File: src/rtl/wts_channel_part_ex.sv
// Single wave-table sound channel with three parts:
//   - an ADSR envelope FSM driven by a rate accumulator,
//   - a wave-address generator clocked by a frequency divider,
//   - a 17-bit LFSR noise source that gates the envelope.
// All state advances only on cycles where `active` is high.
module wts_channel_part_ex #(
    parameter int unsigned ENV_BITS  = 9,
    parameter int unsigned ADDR_BITS = 7,
    parameter int unsigned FREQ_BITS = 12,
    parameter int unsigned RATE_BITS = 16
) (
    input  logic                 clk,
    input  logic                 reset,
    input  logic                 active,
    input  logic                 key_on,
    input  logic                 key_release,
    input  logic                 key_off,
    input  logic [1:0]           reg_noise_mode,
    input  logic [RATE_BITS-1:0] reg_ar,
    input  logic [RATE_BITS-1:0] reg_dr,
    input  logic [RATE_BITS-1:0] reg_sr,
    input  logic [RATE_BITS-1:0] reg_rr,
    input  logic [7:0]           reg_sl,
    input  logic [1:0]           reg_wave_length,
    input  logic [FREQ_BITS-1:0] reg_frequency_count,
    output logic [ENV_BITS-1:0]  envelope,
    output logic [ADDR_BITS-1:0] sram_a,
    output logic [2:0]           env_state,
    output logic                 busy
);

    typedef enum logic [2:0] {
        StIdle    = 3'd0,
        StAttack  = 3'd1,
        StDecay   = 3'd2,
        StSustain = 3'd3,
        StRelease = 3'd4
    } env_state_e;

    localparam logic [ENV_BITS-1:0]  EnvMax   = '1;
    localparam logic [ADDR_BITS-1:0] AddrOnes = '1;
    localparam logic [16:0]          LfsrSeed = 17'h00001;

    env_state_e           state_q, state_d;
    logic [ENV_BITS-1:0]  level_q, level_d;
    logic [RATE_BITS-1:0] acc_q, acc_d;
    logic [FREQ_BITS-1:0] div_q, div_d;
    logic [ADDR_BITS-1:0] addr_q, addr_d;
    logic [16:0]          lfsr_q, lfsr_d;
    logic [ENV_BITS-1:0]  envelope_q, envelope_d;

    logic [RATE_BITS-1:0] rate;
    logic [RATE_BITS:0]   sum;
    logic                 step;
    logic [ENV_BITS-1:0]  level_inc;
    logic [ENV_BITS-1:0]  level_dec;
    logic [ENV_BITS-1:0]  target;
    logic                 key_on_eff;
    logic                 tick;
    logic [ADDR_BITS-1:0] wave_mask;

    // key_off outranks key_on everywhere, including the address/divider restart.
    assign key_on_eff = key_on & ~key_off;

    // Envelope FSM: key handling, rate accumulator and level stepping.
    always_comb begin
        state_d   = state_q;
        level_d   = level_q;
        acc_d     = acc_q;
        level_inc = level_q + ENV_BITS'(1);
        level_dec = level_q - ENV_BITS'(1);
        target    = ENV_BITS'(reg_sl) << (ENV_BITS - 8);

        unique case (state_q)
            StAttack:  rate = reg_ar;
            StDecay:   rate = reg_dr;
            StSustain: rate = reg_sr;
            StRelease: rate = reg_rr;
            default:   rate = '0;
        endcase
        sum  = {1'b0, acc_q} + {1'b0, rate};
        step = sum[RATE_BITS];

        if (active) begin
            if (key_off) begin
                state_d = StIdle;
                level_d = '0;
                acc_d   = '0;
            end else if (key_on) begin
                state_d = StAttack;
                level_d = '0;
                acc_d   = '0;
            end else if (key_release &&
                         (state_q inside {StAttack, StDecay, StSustain})) begin
                state_d = StRelease;
                acc_d   = '0;
            end else begin
                acc_d = sum[RATE_BITS-1:0];
                unique case (state_q)
                    StAttack: begin
                        if (level_q == EnvMax) begin
                            state_d = StDecay;
                            acc_d   = '0;
                        end else if (step) begin
                            level_d = level_inc;
                            if (level_inc == EnvMax) begin
                                state_d = StDecay;
                                acc_d   = '0;
                            end
                        end
                    end
                    StDecay: begin
                        if (target >= EnvMax) begin
                            state_d = StSustain;
                            acc_d   = '0;
                        end else if (level_q <= target) begin
                            // Sustain level raised above current level: snap to it.
                            level_d = target;
                            state_d = StSustain;
                            acc_d   = '0;
                        end else if (step) begin
                            if (level_dec <= target) begin
                                level_d = target;
                                state_d = StSustain;
                                acc_d   = '0;
                            end else begin
                                level_d = level_dec;
                            end
                        end
                    end
                    StSustain: begin
                        if (step && (level_q != '0)) begin
                            level_d = level_dec;
                        end
                    end
                    StRelease: begin
                        if (level_q == '0) begin
                            state_d = StIdle;
                            acc_d   = '0;
                        end else if (step) begin
                            level_d = level_dec;
                            if (level_dec == '0) begin
                                state_d = StIdle;
                                acc_d   = '0;
                            end
                        end
                    end
                    default: begin
                        // Idle, or recovery from an unused encoding.
                        state_d = StIdle;
                        acc_d   = '0;
                    end
                endcase
            end
        end
    end

    // Divider, wave address and LFSR; all advance on the divider tick.
    always_comb begin
        div_d     = div_q;
        addr_d    = addr_q;
        lfsr_d    = lfsr_q;
        tick      = 1'b0;
        // Shift amount may equal ADDR_BITS, which yields an all-ones mask.
        wave_mask = ~(AddrOnes << ((ADDR_BITS - 3) + reg_wave_length));

        if (active) begin
            if (key_on_eff) begin
                addr_d = '0;
                div_d  = reg_frequency_count;
            end else begin
                if (div_q == '0) begin
                    div_d = reg_frequency_count;
                    tick  = 1'b1;
                end else begin
                    div_d = div_q - FREQ_BITS'(1);
                end
                if (tick) begin
                    addr_d = (addr_q + ADDR_BITS'(1)) & wave_mask;
                    if (reg_noise_mode != 2'd0) begin
                        lfsr_d = {lfsr_q[15:0], lfsr_q[16] ^ lfsr_q[13]};
                    end
                end
            end
        end
    end

    // Output mux uses next-state level/noise so the register adds one cycle of latency.
    always_comb begin
        case (reg_noise_mode)
            2'd0:    envelope_d = level_d;
            2'd2:    envelope_d = lfsr_d[0] ? '0 : level_d;
            default: envelope_d = lfsr_d[0] ? level_d : '0;
        endcase
    end

    // State registers with asynchronous reset.
    always_ff @(posedge clk or posedge reset) begin
        if (reset) begin
            state_q    <= StIdle;
            level_q    <= '0;
            acc_q      <= '0;
            div_q      <= '0;
            addr_q     <= '0;
            lfsr_q     <= LfsrSeed;
            envelope_q <= '0;
        end else begin
            state_q    <= state_d;
            level_q    <= level_d;
            acc_q      <= acc_d;
            div_q      <= div_d;
            addr_q     <= addr_d;
            lfsr_q     <= lfsr_d;
            envelope_q <= envelope_d;
        end
    end

    assign envelope  = envelope_q;
    assign sram_a    = addr_q;
    assign env_state = state_q;
    assign busy      = (state_q != StIdle);

endmodule

File: config.mk
export PLATFORM = sky130hd
export DESIGN_NAME = wts_channel_part_ex
export DESIGN_NICKNAME = d
export VERILOG_FILES = /design/src/rtl/wts_channel_part_ex.sv
export SDC_FILE = /design/constraint.sdc
export NUM_CORES = 1
export LEC_CHECK = 0
export BUFFER_PORTS_ARGS = -buffer_cell sky130_fd_sc_hd__buf_2
export CAP_MARGIN = 20
export CORE_UTILIZATION = 49
export CTS_CLUSTER_DIAMETER = 150
export DETAILED_ROUTE_END_ITERATION = 8
export PLACE_DENSITY = 0.74
export SYNTH_ARGS = -nofsm -noshare
export SYNTH_HDL_FRONTEND = slang
export SYNTH_SLANG_ARGS = --single-unit
export TNS_END_PERCENT = 5
File: constraint.sdc
create_clock -name clk -period 5.7 [get_ports clk]
set_input_delay 0.285 -clock clk [delete_from_list [all_inputs] [get_ports clk]]
set_output_delay 0.285 -clock clk [all_outputs]
set_load 0.005 [all_outputs]
# Word level (Yosys, flattened, before mapping)
# Cells that the tools add are included.
# Widths: inputs -> output; s select.
[totals] output_inout_bits=20 word_cells=109 ff_bits=73
[op_classes] n_addsub=6 reduce_logical=14 n_lt_le_gt_ge=3 eq_ne=14 shift=1 bitwise_logic=6 n_mux=57
[ops] op="$mux 16" n=13
[ops] op="$mux 9" n=15
[ops] op="$pmux 16 s4" n=2
[ops] op="$mux 3" n=13
[ops] op="$pmux 9 s4" n=1
[ops] op="$mux 12" n=2
[ops] op="$eq 9x9->1 const B" n=2
[ops] op="$le 9x9->1" n=2
[ops] op="$logic_not 9->1" n=2
[ops] op="$pmux 9 s2" n=1
[ops] op="$add 16x16->17" n=1
[ops] op="$mux 7" n=2
[ops] op="$logic_not 12->1" n=1
[ops] op="$ne 6x6->1 const B" n=2
[ops] op="$pmux 3 s4" n=1
[ops] op="$sub 12x1->12 const B" n=1
[ops] op="$add 9x1->9 const B" n=1
[ops] op="$ge 9x9->1 const B" n=1
[ops] op="$reduce_bool 9->1" n=1
[ops] op="$sub 9x1->9 const B" n=1
[ops] op="$reduce_and 8->1" n=1
[ops] op="$add 7x1->7 const B" n=1
[ops] op="$and 7x7->7" n=1
[ops] op="$mux 1" n=7
[ops] op="21 further kinds" n=26

# Logic depth before layout (Yosys ltp)
[logic_depth] ltp_word=13 ltp_mapped=19

# Least setup slack after synthesis
# No wires, ideal clock.
[synth_timing] path_type="register -> register" from="reg state_q[2] (netlist: env_state[2])" to="reg state_q[0] (netlist: env_state[0])" required_ns=5.572 slack_ns=2.005 setup_ns=0.128 t_arrival_ns=3.567 period_less_slack_ns=3.695 stages_incl_launch_ff=18 cell_sequence="dfrtp_1 > buf_2 > nor2_1 > and2_1 > clkbuf_1 > clkbuf_1 > buf_1 > a221o_1 > ha_1 > a21oi_1 > nor2_1 > a21oi_2 > a21oi_4 > nor2_1 > o21ai_1 > o21a_2 > o31ai_2 > mux2_1"
[synth_via] elab_chain_len=6 elab_cells_between_ends=20 cone_classes="add/sub: 1; eq/ne: 11; mux: 5; reduce/logical: 3"
[synth_rtl] element="start: declaration" line="44" text="env_state_e state_q, state_d;"
[synth_rtl] element="start signal: assignment" line="200" text="state_q <= StIdle;"
[synth_rtl] element="start signal: assignment" line="208" text="state_q <= state_d;"
[synth_rtl] element="parallel branches: the longest is 6 deep, another holds $add 16x16->17"
# Several ways; the timed one is not identified.
# A chain may end at the register's enable or synchronous reset.

# Worst setup path in the final report
[layout_timing] from="reg state_q[0] (netlist: env_state[0])" to="reg level_q[3]"
[layout_via] elab_chain_len=11 elab_cells_between_ends=22 cone_classes="add/sub: 1; eq/ne: 4; mux: 14; reduce/logical: 3"
[layout_rtl] element="$eq 3x3->1 (tied with other cells)" line="74, 99"
[layout_rtl] element="$pmux 16 s4" line="74" text="unique case (state_q)"
[layout_rtl] element="$add 16x16->17" line="81" text="sum = {1'b0, acc_q} + {1'b0, rate};"
[layout_rtl] element="$mux 9" line="121" text="end else if (step) begin"
[layout_rtl] element="$mux 9" line="116" text="end else if (level_q <= target) begin"
[layout_rtl] element="$mux 9" line="113" text="if (target >= EnvMax) begin"
[layout_rtl] element="$pmux 9 s4" line="99" text="unique case (state_q)"
[layout_rtl] element="$mux 9 (*)" line="93" text="end else if (key_release &&"
[layout_rtl] element="$mux 9 (*)" line="89" text="end else if (key_on) begin"
[layout_rtl] element="$mux 9 (*)" line="85" text="if (key_off) begin"
[layout_rtl] element="$mux 9 (*)" line="84" text="if (active) begin"
[layout_rtl] element="via level_d[3]" line="45" text="logic [ENV_BITS-1:0] level_q, level_d;"
[layout_rtl] element="end signal: assignment" line="209" text="level_q <= level_d;"
[layout_rtl] element="end: declaration" line="45"
# Mark *: on every way through the listed nets, which the timed path passes. The rest lies on a longest branch.

==> reports/results.ini <==
[worst_setup_path]
cp-start-kind=flop
crit_chain=nor2_1 -> and2_1 -> a22o_1 -> a221o_1 -> ha_1 -> inv_1 -> fa_1 -> nand2b_1 -> a21oi_2 -> o21ai_2 -> a21o_4 -> a21oi_4 -> a41o_1 -> a31oi_1 -> a311oi_2 -> nor3_1
path_class=reg2reg
cp.arrival_ns=4.72
crit_buf_inv=1
cpMaxStageDelayCell=and2_1
cp-end-kind=flop
cp.required_ns=5.91
critPathMaxStageDelay_ns=0.69
crit_family=compound AO/OA/AOI/OAI gates
path_max_fanout=21

[layout]
post-route-util_pct=57.7
final_cells=904
area.growth.synth_to_final_pct=14.8
drive_gt1_share_pct=26.4
layout_common_cells=113 x buf_2, 72 x dfrtp_1, 55 x nor2_1
final_nets=887
final_common_cell=buf_2
antenna_cells=0

[synth]
synth_edf_count=0
yosysWarningCount=0
syn_avg_cell_area_um2=9.04
synth_area_leaders=dfrtp_1 30%, ha_1 8.3%, a22o_1 3.9%, a21oi_1 3.9%, nor2_1 3.4%
synth_top_area_cell=dfrtp_1
synth_nets=800
ys_types=97
syn_area_um2=6010
yosysSeqAreaShare_pct=30.4
synthFlopType=dfrtp_1
syn_inst=665
async_reset_ff_share_pct=100
netlist.area_leader.share_pct=30.0
ys_ff_latch=73

[detailed_routing]
dr.pass1.iters=6
routed_wl_um=17000
vias=5763
drc=0
drtIter0Drc=366
ant_nets=0
viasPerCell=6.38
wl_per_cell_um=18.8

[floorplan]
ioPinCount=114
fp.coreArea_um2=12000
rows=40
die-area_um2=12700
die_h_um=113
die_w_um=113
initial_core_util_pct=50.3

[cts]
clock_tree.root_cell=clkbuf_16
clockBufferDepth=2
cts_resized=0
clkTransAtPathRegs_ns=0.06
cts_hold_buffers=0
postCtsSetupBuffers=0
htreeDepth=3
clock_sinks=73
clk_latency_ns=0.35
cts-buffers-inserted=9
cts_tree=done

[grt]
grt_pass1_wl_um=28000
grt_antenna_before_repair=0
grt_max_degree=74
track_usage_pct=27.8
grt_pass1_vias=5620
grt_overflow_total=0

[worst_hold_path]
holdCritPathClass=in2reg

[timing]
slew_headroom_pct=31.9
hold_viol=0
finalSetupTns_ns=0
fmax_ghz=0.221
finClkSkew_ns=0.0101
slew_violations=0
fin_crit_ns=4.52
rsz0062_at_grt=no
fin_crit_sh_pct=79.2
tightest_slew_ns=1.02
setup_viol=0

[placed_design]
post-dp-hpwl_um=12300
numPortBuffers=113
place_inst=888
finalWeightedCongestion=0.937

[power]
ir_worst_vdd_v=0.000130
leakagePower_nw=3.17
powerDensity_nw_per_um2=222

[job]
timing.max_cap.violations=0

[run_status]
outcome=finished, final reports clean

-- metrics by stage --
step | power [mW] | hold WS, ns | area [um^2] | worst slack [ns]
finish | 1.53 | 0.204 | 6900 | 1.18
global route | 1.61 | 0.226 | 6900 | 0.874
CTS | 1.54 | 0.194 | 6900 | 1.23
detailed placement | 0.936 | 0.487 | 6590 | 1.27
global placement | 0.924 | 0.480 | 6590 | 1.47
floorplan | 0.829 | 0.424 | 6010 | 2.00
-- state kept, by name, summed over array words and instances (netlist names) --
| name | cells |
|---|---|
| div_q | 12 |
| env_state | 3 |
| envelope | 9 |
| sram_a | 7 |
| acc_q | 16 |
| lfsr_q | 17 |
| level_q | 9 |
-- where the power goes --
part | internal [mW] | switching, mW
clock | 0.356 | 0.243
sequential | 0.548 | 0.0465
combinational | 0.138 | 0.201
-- synthesized netlist by cell type, drive strengths merged, types with 18 or more instances --
master,count
nor2,57
nand3,18
dfrtp,72
o21ai,44
a22o,27
nand2,43
mux2,18
buf,23
a21oi,54
ha,40
inv,23
nor3,29
-- metal layers --
layer	up-vias	global-route usage, %	wire, um
met4	0	11.2	427
met3	35	4.34	1040
met2	239	45.2	8100
met1	2809	37.1	7420
met5	-	0	0
li1	2680	-	-
-- cell type report --
class | count | area [um^2]
clock buffer | 10 | 239
clock inverter | 6 | 73.8
fill | 1044 | 5060
inverter | 23 | 86.3
multi-input combinational | 529 | 3900
sequential | 73 | 1830
tap | 147 | 184
timing repair buffer | 116 | 588
-- final timing paths --
path | startpoint | endpoint | slack, ns | cells past startpoint
worst max-delay path | env_state[0] | level_q[3] | 1.18 | 16
worst min-delay path | reg_wave_length[0] | sram_a[6] | 0.20 | 3
worst max register to register | env_state[0] | level_q[3] | 1.18 | 16
worst min register to register | acc_q[15] | acc_q[15] | 0.50 | 1
max in group asynchronous | reset | lfsr_q[8] | 4.86 | 3
min in group asynchronous | reset | acc_q[0] | 0.22 | 3
-- cells by family after synthesis --
family	synth area share, %
AOI/OAI and AO/OA	28.6
xor gates and xnor gates	3.77
adders and majority gates	8.66
buffers and inverters	4.75
DFF	30.4
muxes	4.14
and+or+nand+nor	19.7
-- worst register-to-register path, cell delays in order (launching register included) --
cell      delay [ns]
dfrtp_1         0.47
nor2_1          0.24
and2_1          0.69
a22o_1          0.25
a221o_1         0.12
ha_1            0.16
inv_1           0.06
fa_1            0.37
nand2b_1        0.20
a21oi_2         0.21
o21ai_2         0.14
a21o_4          0.27
a21oi_4         0.38
a41o_1          0.25
a31oi_1         0.12
a311oi_2        0.37
nor3_1          0.08
Power figures use the tool's default switching activity.
